### src/rtl/instr_encoder_loader.sv
// Packs decoded instruction fields into 32-bit MIPS words and streams them into imem from address 0.
// Latency: one cycle from accepted bundle to imem write. Backpressure: in_ready is high only while loading and below DEPTH.
// Optional feature INSTR_PAD_EN: fill the unused tail of imem with NOPs before finishing.
module instr_encoder_loader #(
    parameter int ADDR_W = 8,
    parameter int DEPTH  = 256
) (
    input  logic              clk,
    input  logic              rst_n,
    input  logic              start,
    input  logic              in_valid,
    output logic              in_ready,
    input  logic              in_last,
    input  logic [2:0]        in_kind,
    input  logic [4:0]        in_rs,
    input  logic [4:0]        in_rt,
    input  logic [4:0]        in_rd,
    input  logic [4:0]        in_shamt,
    input  logic [5:0]        in_func,
    input  logic [15:0]       in_imm,
    input  logic [25:0]       in_target,
    output logic              imem_we,
    output logic [ADDR_W-1:0] imem_addr,
    output logic [31:0]       imem_wdata,
    output logic              busy,
    output logic              done,
    output logic              err
);

    localparam int CNT_W = $clog2(DEPTH + 1);
    localparam logic [CNT_W-1:0] DEPTH_C = CNT_W'(DEPTH);

    typedef enum logic [1:0] {
        S_IDLE,
        S_LOAD,
        S_PAD,
        S_FIN
    } state_t;

    state_t           state;
    logic [CNT_W-1:0] wordCnt;
    logic [CNT_W-1:0] cntNext;
    logic [31:0]      encWord;
    logic             encLegal;
    logic             lastWord;

    always_comb begin
        encWord  = 32'h0;
        encLegal = 1'b1;
        case (in_kind)
            3'd0:    encWord = {6'b000000, in_rs, in_rt, in_rd, in_shamt, in_func};
            3'd1:    encWord = {6'b100011, in_rs, in_rt, in_imm};
            3'd2:    encWord = {6'b101011, in_rs, in_rt, in_imm};
            3'd3:    encWord = {6'b000101, in_rs, in_rt, in_imm};
            3'd4:    encWord = {6'b000010, in_target};
            default: encLegal = 1'b0;
        endcase
    end

    assign cntNext  = wordCnt + 1'b1;
    // The DEPTH-th word closes the session even without in_last.
    assign lastWord = in_last || (cntNext == DEPTH_C);

    always_ff @(posedge clk) begin
        if (!rst_n) begin
            state      <= S_IDLE;
            wordCnt    <= '0;
            in_ready   <= 1'b0;
            imem_we    <= 1'b0;
            imem_addr  <= '0;
            imem_wdata <= 32'h0;
            busy       <= 1'b0;
            done       <= 1'b0;
            err        <= 1'b0;
        end else begin
            imem_we <= 1'b0;
            done    <= 1'b0;
            case (state)
                S_IDLE: begin
                    if (start) begin
                        wordCnt  <= '0;
                        err      <= 1'b0;
                        in_ready <= 1'b1;
                        busy     <= 1'b1;
                        state    <= S_LOAD;
                    end
                end
                S_LOAD: begin
                    if (in_valid && in_ready) begin
                        imem_we    <= 1'b1;
                        imem_addr  <= ADDR_W'(wordCnt);
                        imem_wdata <= encLegal ? encWord : 32'h0;
                        wordCnt    <= cntNext;
                        if (!encLegal) err <= 1'b1;
                        if (lastWord) begin
                            in_ready <= 1'b0;
`ifdef INSTR_PAD_EN
                            if (cntNext != DEPTH_C) begin
                                state <= S_PAD;
                            end else begin
                                busy  <= 1'b0;
                                done  <= 1'b1;
                                state <= S_FIN;
                            end
`else
                            busy  <= 1'b0;
                            done  <= 1'b1;
                            state <= S_FIN;
`endif
                        end
                    end
                end
                S_PAD: begin
                    imem_we    <= 1'b1;
                    imem_addr  <= ADDR_W'(wordCnt);
                    imem_wdata <= 32'h0;
                    wordCnt    <= cntNext;
                    if (cntNext == DEPTH_C) begin
                        busy  <= 1'b0;
                        done  <= 1'b1;
                        state <= S_FIN;
                    end
                end
                S_FIN: begin
                    state <= S_IDLE;
                end
                default: begin
                    state <= S_IDLE;
                end
            endcase
        end
    end

endmodule

### config.mk
export PLATFORM = sky130hd
export DESIGN_NAME = instr_encoder_loader
export DESIGN_NICKNAME = d
export VERILOG_FILES = /design/src/rtl/instr_encoder_loader.sv
export SDC_FILE = /design/constraint.sdc
export NUM_CORES = 1
export LEC_CHECK = 0
export BUFFER_PORTS_ARGS = -buffer_cell sky130_fd_sc_hd__clkbuf_2
export CAP_MARGIN = 30
export CELL_PAD_IN_SITES_DETAIL_PLACEMENT = 0
export CELL_PAD_IN_SITES_GLOBAL_PLACEMENT = 1
export CORE_MARGIN = 2
export CORE_UTILIZATION = 39
export CTS_BUF_LIST = sky130_fd_sc_hd__clkbuf_8
export DETAILED_ROUTE_END_ITERATION = 10
export GPL_TIMING_DRIVEN = 1
export PLACE_DENSITY_LB_ADDON = 0.08
export RECOVER_POWER = 25
export SLEW_MARGIN = 20
export SYNTH_ARGS = -nofsm -noshare
export SYNTH_HDL_FRONTEND = slang
export SYNTH_SLANG_ARGS = --single-unit
### constraint.sdc
create_clock -name clk -period 3.7 [get_ports clk]
set_input_delay 0.37 -clock clk [delete_from_list [all_inputs] [get_ports clk]]
set_output_delay 0.37 -clock clk [all_outputs]
set_load 0.02 [all_outputs]
==> impl_metrics.ini <==
[global_route]
grt.total_usage = 0.1914
grt_pass1_vias = 2849
grt_overflow = 0
grt_antenna_before_repair = 0
grt_first_pass_wirelength_mm = 13.59
grt_start_max_net_pins = 58

[setup_path]
cp.depth = 6
setup.worst_path.start = state[0]$_SDFFE_PN0P_
end_kind = flip-flop
max_stage_delay_ns = 0.47
critPathCapture = imem_addr[2]$_SDFFE_PN0P_
critPathLaunchType = flip-flop
rr_endpoint = imem_addr[2]$_SDFFE_PN0P_
reg2reg_depth = 6
worstPathRequired_ns = 3.94
slowest_stage = ha_1
cpLargestDelayFamily = adder cells
reg2reg_setup_slack_ns = 1.63
crit_buf_inv = 2
r2r-start = state[0]$_SDFFE_PN0P_
crit_type = reg2reg
arrival_ns = 2.31
crit_chain = inv_1, ha_1, nand2_1, buf_4, nand2_1, a21boi_0
crit_top_cell = nand2_1
path_max_fanout = 28

[yosys]
yosys_warnings = 0
synth_seq_cells = 55
syn-num-nets = 465
synth_cells = 383
yosysUniqueCellTypes = 50
syn-cell-area_mm2 = 0.003118
ys_seq_area_frac = 0.3531
synth.avg_cell_area_um2 = 8.141

[detailed_routing]
ant_nets = 0
dr.pass1.iters = 4
finalWirelength_mm = 8.380
drtIter0Drc = 126
viasPerCell = 5.132
routedWlPerCell_um = 14.32
drcViolationCount = 0
dr_total_vias = 3002

[clock_network]
cts_max_level = 2
hold_buffers = 0
cts_resized = 0
clock_path_buffers = 2
clk_pin_slew_ns = 0.10
cts-root-buf = clkbuf_8
cts_setup_buffers = 0
cts_tree = yes
clkLatencyLatePin_ns = 0.31
cts.sinks = 55
cts_made_buffers = 5

[status]
status = finished, final reports clean

[floorplan]
core_mm2 = 0.007727
io_pins = 121
floorplan.initialDensity = 0.4035
chipWidth_um = 93.42
rows = 32
die_h_um = 93.42
die_area_mm2 = 0.008726

[cells_and_area]
drive_gt1_frac = 0.2774
area_delta_synth_final_pct = 21.43
utilization = 0.4900
fin_nets = 564
n_antenna_cell = 0

[power_and_ir_drop]
p_per_area_mw_per_mm2 = 508.7
peakVddDrop_mv = 0.3836
power.leakage_nw = 1.545

[sta]
finalCriticalPeriod_ns = 2.075
finalHoldViolations = 0
post-route-period-util = 0.5607
worst_slew_pin_slew_ns = 0.6277
finalSetupViolCount = 0
grt_setup_unrepaired = no
timing.fmax_mhz = 482.0
drv_slew = 0
setup_tns_ns = 0
relSlewSlack = 0.5815
clock-skew-final_ns = 0.004783

[place]
io_buffers = 119
place_congestion = 0.8033
post-dp-hpwl_mm = 5.849

[worst_hold_path]
min_path_type = in2reg

[run]
maxCapViolCount = 0
metrics by stage:
| stage | setup slack, ns | cell area (um^2) | std cells | power [mW] | hold WS, ns |
|---|---|---|---|---|---|
| 2_1_floorplan | 1.993 | 3118 | 383 | 1.381 | 0.4390 |
| 3_3_place_gp | 1.513 | 3716 | 576 | 1.612 | 0.4415 |
| 3_5_place_dp | 1.425 | 3716 | 576 | 1.617 | 0.4462 |
| 4_1_cts | 1.624 | 3805 | 584 | 1.961 | 0.4378 |
| 5_1_grt | 1.412 | 3786 | 585 | 2.074 | 0.4572 |
| 6_report | 1.625 | 3786 | 585 | 1.926 | 0.4305 |
state kept, by name, summed over array words and instances, names as in the netlist:
name / flops
imem_wdata: 31
wordCnt: 9
imem_addr: 8
state: 2
busy: 1
done: 1
err: 1
imem_we: 1
in_ready: 1
per-layer routing:
metal  share of wire  GRT usage  vias up
met4          0.0036    0.03676        0
met1            0.47     0.2562     1377
met5               0          0        -
met2            0.47     0.3261       67
met3           0.050    0.03143        2
li1                -          -     1556
final cells by class:
class | count | area, um^2
well taps | 102 | 127.6
repair buffers | 124 | 606.8
fillers | 827 | 3941
clock buffers | 5 | 68.82
inverters | 5 | 18.77
clock inverters | 3 | 20.02
multi-input cells | 291 | 1843
flip-flops and latches | 55 | 1101
worst min-delay path, cell delays in order:
cell	delay, ns
clkbuf_2	0.10
a211oi_1	0.07
nor3_1	0.15
how the worst min path moves through the flow:
stage | from | end | cells past startpoint
after floorplan | wordCnt[8]$_SDFFE_PN0P_ | wordCnt[8]$_SDFFE_PN0P_ | 2
after global placement | imem_wdata[1]$_SDFFE_PN0P_ | imem_wdata[1]$_SDFFE_PN0P_ | 2
after detailed placement | imem_wdata[9]$_SDFFE_PN0P_ | imem_wdata[9]$_SDFFE_PN0P_ | 2
after CTS | in_target[18] | imem_wdata[18]$_SDFFE_PN0P_ | 4
after global routing | in_target[19] | imem_wdata[19]$_SDFFE_PN0P_ | 4
final | in_last | done$_SDFF_PN0_ | 3
cell usage in the layout, fill, tap and decap left out, types with 4 or more instances in the layout:
| master | Yosys | final |
|---|---|---|
| a21boi_0 | 16 | 16 |
| and3_1 | 17 | 17 |
| ha_1 | 6 | 6 |
| inv_1 | 5 | 5 |
| a21oi_1 | 20 | 20 |
| or3b_2 | 15 | 15 |
| nor2b_1 | 13 | 13 |
| nand2_1 | 53 | 53 |
| o2bb2ai_1 | 10 | 10 |
| clkbuf_2 | 1 | 95 |
| a31oi_1 | 10 | 10 |
| dfxtp_1 | 55 | 55 |
| buf_4 | 4 | 4 |
| nand3_1 | 7 | 7 |
| o21ai_0 | 39 | 39 |
| nor3_1 | 5 | 5 |
| nand4_1 | 4 | 4 |
| a21boi_1 | 16 | 16 |
| clkbuf_8 | 0 | 5 |
| clkbuf_1 | 17 | 24 |
| and2_1 | 12 | 12 |
| nor2_1 | 9 | 9 |
| mux2i_1 | 4 | 4 |
| or3_1 | 4 | 4 |
logic make-up after synthesis:
| kind of cell | synth area share |
|---|---|
| compound gates | 0.2608 |
| simple gates | 0.2865 |
| fa+ha+maj | 0.02408 |
| other cells | 0.001203 |
| flops | 0.3531 |
| xor+xnor | 0.005619 |
| mux | 0.01284 |
| buf+inv | 0.05578 |
Yosys cell counts (all sizes together):
| master | number | share of area |
|---|---|---|
| dfxtp | 55 | 0.35 |
| nand2 | 53 | 0.064 |
| o21ai | 41 | 0.066 |
| a21boi | 32 | 0.077 |
| a21oi | 20 | 0.032 |
| clkbuf | 18 | 0.022 |
| and3 | 17 | 0.034 |
| or3b | 16 | 0.045 |
| buf | 14 | 0.028 |
| nor2b | 13 | 0.026 |
| and2 | 12 | 0.024 |
| a31oi | 10 | 0.020 |
| nor2 | 10 | 0.013 |
| o2bb2ai | 10 | 0.028 |
| nand3 | 8 | 0.017 |
| ha | 6 | 0.024 |
| nor3 | 6 | 0.011 |
| inv | 5 | 0.0060 |
| or3 | 5 | 0.012 |
| mux2i | 4 | 0.013 |
| nand4 | 4 | 0.0080 |
| a32o | 2 | 0.0064 |
| nand2b | 2 | 0.0040 |
| nand4b | 2 | 0.0056 |
| nor4 | 2 | 0.011 |
| o221a | 2 | 0.0072 |
| xor2 | 2 | 0.0056 |
| a211oi | 1 | 0.0024 |
| a21bo | 1 | 0.0032 |
| and2b | 1 | 0.0024 |
| and4 | 1 | 0.0028 |
| and4b | 1 | 0.0044 |
| conb | 1 | 0.0012 |
| nor4b | 1 | 0.0028 |
| o2111ai | 1 | 0.0028 |
| o211ai | 1 | 0.0024 |
| o21a | 1 | 0.0024 |
| o311ai | 1 | 0.0084 |
| o31ai | 1 | 0.0024 |
report_power, final:
group          switching [mW]  total [mW]  internal [mW]
Sequential             0.0563       0.727          0.670
Clock                   0.202       0.334          0.132
Combinational           0.577       0.865          0.288
Note: power is estimated with default switching activity, not from simulation.
